`config.mk`:
```
export PLATFORM = sky130hd
export DESIGN_NAME = perceptron_ctrl
export DESIGN_NICKNAME = d
export VERILOG_FILES = /design/src/rtl/perceptron_ctrl.sv
export SDC_FILE = /design/constraint.sdc
export NUM_CORES = 1
export LEC_CHECK = 0
export CAP_MARGIN = 10
export CELL_PAD_IN_SITES_DETAIL_PLACEMENT = 0
export CELL_PAD_IN_SITES_GLOBAL_PLACEMENT = 1
export CORE_MARGIN = 5
export CORE_UTILIZATION = 35
export CTS_CLUSTER_SIZE = 30
export DETAILED_ROUTE_END_ITERATION = 8
export PLACE_DENSITY_LB_ADDON = 0.1
export SLEW_MARGIN = 25
export SYNTH_ARGS = -nofsm -noshare
export SYNTH_HDL_FRONTEND = slang
export SYNTH_SLANG_ARGS = --single-unit
```
`constraint.sdc`:
```
create_clock -name clk -period 1.7 [get_ports clk]
set_input_delay 0.17 -clock clk [delete_from_list [all_inputs] [get_ports clk]]
set_output_delay 0.17 -clock clk [all_outputs]
set_load 0.01 [all_outputs]
```
`src/rtl/perceptron_ctrl.sv`:
```
// perceptron_ctrl: byte-oriented command front end for a perceptron core.
//
// Frames arrive as UART bytes: 0xAA sync, then a command byte.
//   AA AD <addr> <data> : write a weight
//   AA AE <addr>        : read a weight, value returned on the tx side
//   AA AF               : start an evaluation, result returned on the tx side
//
// Ports:
//   clk, Rst             clock, synchronous active-high reset
//   rx_valid, rx_data    received byte strobe and value
//   tx_ready             transmitter accepts the byte this cycle
//   tx_valid, tx_data    response byte, held until accepted
//   w_we, w_addr,
//   w_wdata, w_rdata     weight memory port (read data one cycle after address)
//   run_start            one-cycle evaluation start pulse
//   run_done, run_result evaluation completion strobe and result
//
// Build option: define PERCEPTRON_CTRL_ACK_EN to answer every weight write
// with a 0x55 acknowledge byte.

module perceptron_ctrl #(
  parameter int ADDR_W  = 4,
  parameter int TIMEOUT = 10000
) (
  input  logic              clk,
  input  logic              Rst,
  input  logic              rx_valid,
  input  logic [7:0]        rx_data,
  input  logic              tx_ready,
  output logic              tx_valid,
  output logic [7:0]        tx_data,
  output logic              w_we,
  output logic [ADDR_W-1:0] w_addr,
  output logic [7:0]        w_wdata,
  input  logic [7:0]        w_rdata,
  output logic              run_start,
  input  logic              run_done,
  input  logic [7:0]        run_result
);

  localparam int CNT_W = $clog2(TIMEOUT + 1);

  localparam logic [7:0] ByteSync  = 8'hAA;
  localparam logic [7:0] ByteWrite = 8'hAD;
  localparam logic [7:0] ByteRead  = 8'hAE;
  localparam logic [7:0] ByteRun   = 8'hAF;
  localparam logic [7:0] ByteAck   = 8'h55;

  typedef enum logic [2:0] {
    StIdle,
    StCmd,
    StAddr,
    StData,
    StWrite,
    StRdwait,
    StRunwait,
    StTx
  } state_t;

  state_t             state;
  logic               is_read;   // frame in progress is a read
  logic               rd_phase;  // second RDWAIT cycle: w_rdata is valid
  logic [CNT_W-1:0]   tmo_cnt;
  logic               tmo_hit;

  // Last idle cycle of the inter-byte window in CMD/ADDR/DATA.
  assign tmo_hit = (tmo_cnt == CNT_W'(TIMEOUT - 1));

  always_ff @(posedge clk) begin
    if (Rst) begin
      state     <= StIdle;
      is_read   <= 1'b0;
      rd_phase  <= 1'b0;
      tmo_cnt   <= '0;
      tx_valid  <= 1'b0;
      tx_data   <= 8'h00;
      w_we      <= 1'b0;
      w_addr    <= '0;
      w_wdata   <= 8'h00;
      run_start <= 1'b0;
    end else begin
      // Strobes are single-cycle unless re-asserted below.
      w_we      <= 1'b0;
      run_start <= 1'b0;

      unique case (state)
        StIdle: begin
          tmo_cnt <= '0;
          if (rx_valid && rx_data == ByteSync) begin
            state <= StCmd;
          end
        end

        StCmd: begin
          if (rx_valid) begin
            tmo_cnt <= '0;
            unique case (rx_data)
              ByteSync:  state <= StCmd;  // resync on repeated sync bytes
              ByteWrite: begin
                is_read <= 1'b0;
                state   <= StAddr;
              end
              ByteRead: begin
                is_read <= 1'b1;
                state   <= StAddr;
              end
              ByteRun: begin
                run_start <= 1'b1;
                state     <= StRunwait;
              end
              default:   state <= StIdle;
            endcase
          end else if (tmo_hit) begin
            tmo_cnt <= '0;
            state   <= StIdle;
          end else begin
            tmo_cnt <= tmo_cnt + 1'b1;
          end
        end

        StAddr: begin
          if (rx_valid) begin
            tmo_cnt <= '0;
            w_addr  <= rx_data[ADDR_W-1:0];
            if (is_read) begin
              rd_phase <= 1'b0;
              state    <= StRdwait;
            end else begin
              state <= StData;
            end
          end else if (tmo_hit) begin
            tmo_cnt <= '0;
            state   <= StIdle;
          end else begin
            tmo_cnt <= tmo_cnt + 1'b1;
          end
        end

        StData: begin
          if (rx_valid) begin
            tmo_cnt <= '0;
            w_wdata <= rx_data;
            w_we    <= 1'b1;
            state   <= StWrite;
          end else if (tmo_hit) begin
            tmo_cnt <= '0;
            state   <= StIdle;
          end else begin
            tmo_cnt <= tmo_cnt + 1'b1;
          end
        end

        StWrite: begin
          tmo_cnt <= '0;
`ifdef PERCEPTRON_CTRL_ACK_EN
          tx_data  <= ByteAck;
          tx_valid <= 1'b1;
          state    <= StTx;
`else
          state <= StIdle;
`endif
        end

        // First cycle presents w_addr to the memory, second captures w_rdata.
        StRdwait: begin
          tmo_cnt <= '0;
          if (rd_phase) begin
            rd_phase <= 1'b0;
            tx_data  <= w_rdata;
            tx_valid <= 1'b1;
            state    <= StTx;
          end else begin
            rd_phase <= 1'b1;
          end
        end

        // run_done is ignored during the run_start cycle itself.
        StRunwait: begin
          tmo_cnt <= '0;
          if (!run_start && run_done) begin
            tx_data  <= run_result;
            tx_valid <= 1'b1;
            state    <= StTx;
          end
        end

        StTx: begin
          tmo_cnt <= '0;
          if (tx_ready) begin
            tx_valid <= 1'b0;
            state    <= StIdle;
          end
        end

        default: begin
          tmo_cnt  <= '0;
          tx_valid <= 1'b0;
          state    <= StIdle;
        end
      endcase
    end
  end

`ifndef PERCEPTRON_CTRL_ACK_EN
  // The acknowledge constant is only used in the ACK build.
  logic unused_ack;
  assign unused_ack = ^ByteAck;
`endif

endmodule

```
==> run_results.csv <==
group,metric,value,unit
status,outcome,"finished, final reports clean",
timing,slew_headroom,0.5875,
logic_synthesis,synthCells,235,
worst_setup_path,r2r_cells,4,
clock_network,cts-buffers-inserted,5,
timing,max_freq,670.8,MHz
worst_setup_path,rr_startpoint,"state[0]",
logic_synthesis,ys.warnings.count,0,
global_routing,grt_usage,0.1409,
route,drt_iter0_drc,83,
logic_synthesis,yosys.area_share.simple,0.2564,
final_layout,final_nets,333,
final_layout,antenna_cells,0,
timing,report.final.hold_viol_count,0,
placed_design,placedInstanceArea,2714,sq um
floorplanning,pin_count,52,
logic_synthesis,synth_cell_types,47,
global_routing,grt_start_max_net_pins,29,
route,wl,5060,um
logic_synthesis,synth_largest_area_cell,"dfxtp_1",
global_routing,grt_pass1_wl,8280,um
clock_network,cts_root_buffer,"clkbuf_8",
worst_hold_path,whs_path_depth,2,
worst_setup_path,cp-start-kind,"input pin",
floorplanning,die_area,7328,sq um
global_routing,antenna_found_initial,0,
worst_setup_path,rr_endpoint,"state[1]",
worst_hold_path,holdPathEnd,"w_wdata[2]",
route,vias,1874,
timing,finalSetupViolCount,0,
logic_synthesis,seq_area_frac_synth,0.4203,
route,drtAntennaViolNets,0,
clock_network,clock_sinks,42,
logic_synthesis,synthTopCellsByArea,"dfxtp_1 42%, nor2_1 6.4%, mux2i_1 6.0%, nand2_1 4.1%, xnor2_1 3.9%",
logic_synthesis,synth-seq-cells,42,
timing,clock_skew,0.003264,ns
logic_synthesis,syn_area,2001,sq um
placed_design,gp_congestion,0.7516,
worst_setup_path,cp.required,1.91,ns
clock_network,cts_setup_buffers,0,
power,power_density,664.9,nW/um^2
global_routing,grt_overflow_total,0,
timing,hold_ws,0.4554,ns
final_layout,finalInstanceArea,2829,sq um
logic_synthesis,yosysMostFrequentCell,"dfxtp_1",
logic_synthesis,postSynthAreaPerCell,8.513,sq um
worst_hold_path,min_path_type,"register to register",
logic_synthesis,synth_top_area_share,0.4203,
floorplanning,core_area,5540,sq um
route,firstDrtPassIters,4,
route,drc,0,
timing,rsz0062_at_grt,"no",
final_layout,layout-drive-gt1-share,0.1349,
logic_synthesis,synthArstFlopShare,0,
worst_setup_path,crit_start,"rx_valid",
clock_network,clock_path_buffers,2,
logic_synthesis,synth_compound_area_frac,0.1495,
run,max_cap_viol_count,0,
placed_design,place.detailed.hpwl,3739,um
worst_setup_path,r2r_setup_slack,0.22,ns
logic_synthesis,synthXorXnorAreaFrac,0.05253,
floorplanning,initial_core_util,0.3611,
logic_synthesis,synth_edf_count,0,
timing,period_share,0.8769,
timing,finalMaxSlewViolations,0,
placed_design,port_buffers,51,
route,viasPerCell,4.984,
timing,fin_crit,1.491,ns
logic_synthesis,synthFlopType,"dfxtp_1",
route,wl_per_cell,13.46,um
floorplanning,die_w,85.61,um
power,ir_drop,0.0003133,V
worst_setup_path,cp-end-kind,"register",
worst_setup_path,path_class,"input pin to register",
logic_synthesis,synth_common_cells,"42 x dfxtp_1, 34 x nor2_1, 22 x nand2_1",
logic_synthesis,synth_mux_area_frac,0.06004,
clock_network,cts_tree,"done",
timing,fin_tns_setup,0,ns
power,total_leakage_power,0.9956,nW
logic_synthesis,synth_nets,265,
logic_synthesis,synth_fa_ha_area_frac,0.006254,
worst_setup_path,critical_path_arrival,1.70,ns
floorplanning,rows,27,
clock_network,htreeDepth,2,
clock_network,worstSkewPairLatency,0.29,ns
worst_hold_path,hp-start,"w_wdata[2]",
clock_network,clk_transition_reported_paths,0.08,ns
timing,worst_pin_slew,0.6187,ns
worst_setup_path,critPathMaxFanout,5,
final_layout,area_growth,41.40,%
floorplanning,die_h,85.61,um
logic_synthesis,synth_top_family_by_area,"simple AND/OR/NAND/NOR gates",
global_routing,grt_pass1_vias,1769,
==> kinds of logic after synthesis <==
| family | Yosys count |
|---|---|
| adder cells (fa/ha/maj) | 1 |
| buffers and inverters | 22 |
| AO/OA/AOI/OAI | 44 |
| multiplexers | 12 |
| flip-flops | 42 |
| AND/OR/NAND/NOR | 102 |
| XOR/XNOR | 12 |
==> per-layer routing <==
| layer | up-vias | GRT usage | share of wire |
|---|---|---|---|
| li1 | 962 | - | - |
| met1 | 860 | 0.1901 | 0.48 |
| met2 | 47 | 0.2133 | 0.45 |
| met3 | 5 | 0.04131 | 0.057 |
| met4 | 0 | 0.05036 | 0.012 |
| met5 | - | 0 | 0 |
==> final cells by class <==
type                       instances  area (sq um)
timing repair buffer              75         703.2
multi-input combinational        171          1056
tap                               72         90.09
clock buffer                       7         76.32
fill                             569          2711
inverter                           8         30.03
clock inverter                     1         30.03
sequential                        42         843.3
==> registers in the layout (all words and copies together), names as in the netlist <==
| signal | flops |
|---|---|
| is_read | 1 |
| rd_phase | 1 |
| run_start | 1 |
| state | 3 |
| tmo_cnt | 14 |
| tx_data | 8 |
| tx_valid | 1 |
| w_addr | 4 |
| w_wdata | 8 |
| w_we | 1 |
==> report_power, final <==
part	switching [mW]	internal (mW)	total [mW]	leakage, nW
Clock	0.333	0.440	0.773	0.0524
Sequential	0.000118	0.982	0.983	0.339
Combinational	0.0440	0.0818	0.126	0.604
Total	0.377	1.50	1.88	0.996
==> critical path, stage by stage <==
cell and delay, ns:
clkdlybuf4s50_1 0.56, buf_4 0.17, nand4_1 0.10, or4b_1 0.50, o211ai_1 0.19
==> layout by cell type (no fill, tap or decap), drive strengths merged, types with 9 or more instances in the layout <==
master	n
clkdlybuf4s50	51
dfxtp	42
nor2	36
buf	24
nand2	22
a21oi	15
mux2i	12
xnor2	9
a211oi	9
==> per-stage QoR <==
step	setup slack, ns	std cells	power, mW	util
finish	0.2093	376	1.881	0.5106
global route	0.1112	376	1.973	0.5106
CTS	0.07657	376	1.928	0.5090
global placement	0.01368	368	1.133	0.4898
floorplan	0.2806	235	1.039	-
detailed placement	-0.05754	368	1.132	0.4898
==> worst max path at each step <==
stage	end	slack, ns	cells past startpoint
finish	state[0]	0.21	5
global route	w_addr[3]	0.11	4
CTS	tmo_cnt[13]	0.08	4
detailed placement	state[1]	-0.06	5
global placement	w_addr[1]	0.01	5
floorplan	tmo_cnt[13]	0.28	6
==> repair_timing <==
action | 4_1_cts | 5_1_grt
hold endpoints to repair | 0 | 0
setup endpoints to repair | 0 | 18
resized for setup | 0 | 3
hold buffers | 0 | 0
Note: power is estimated with default switching activity, not from simulation.
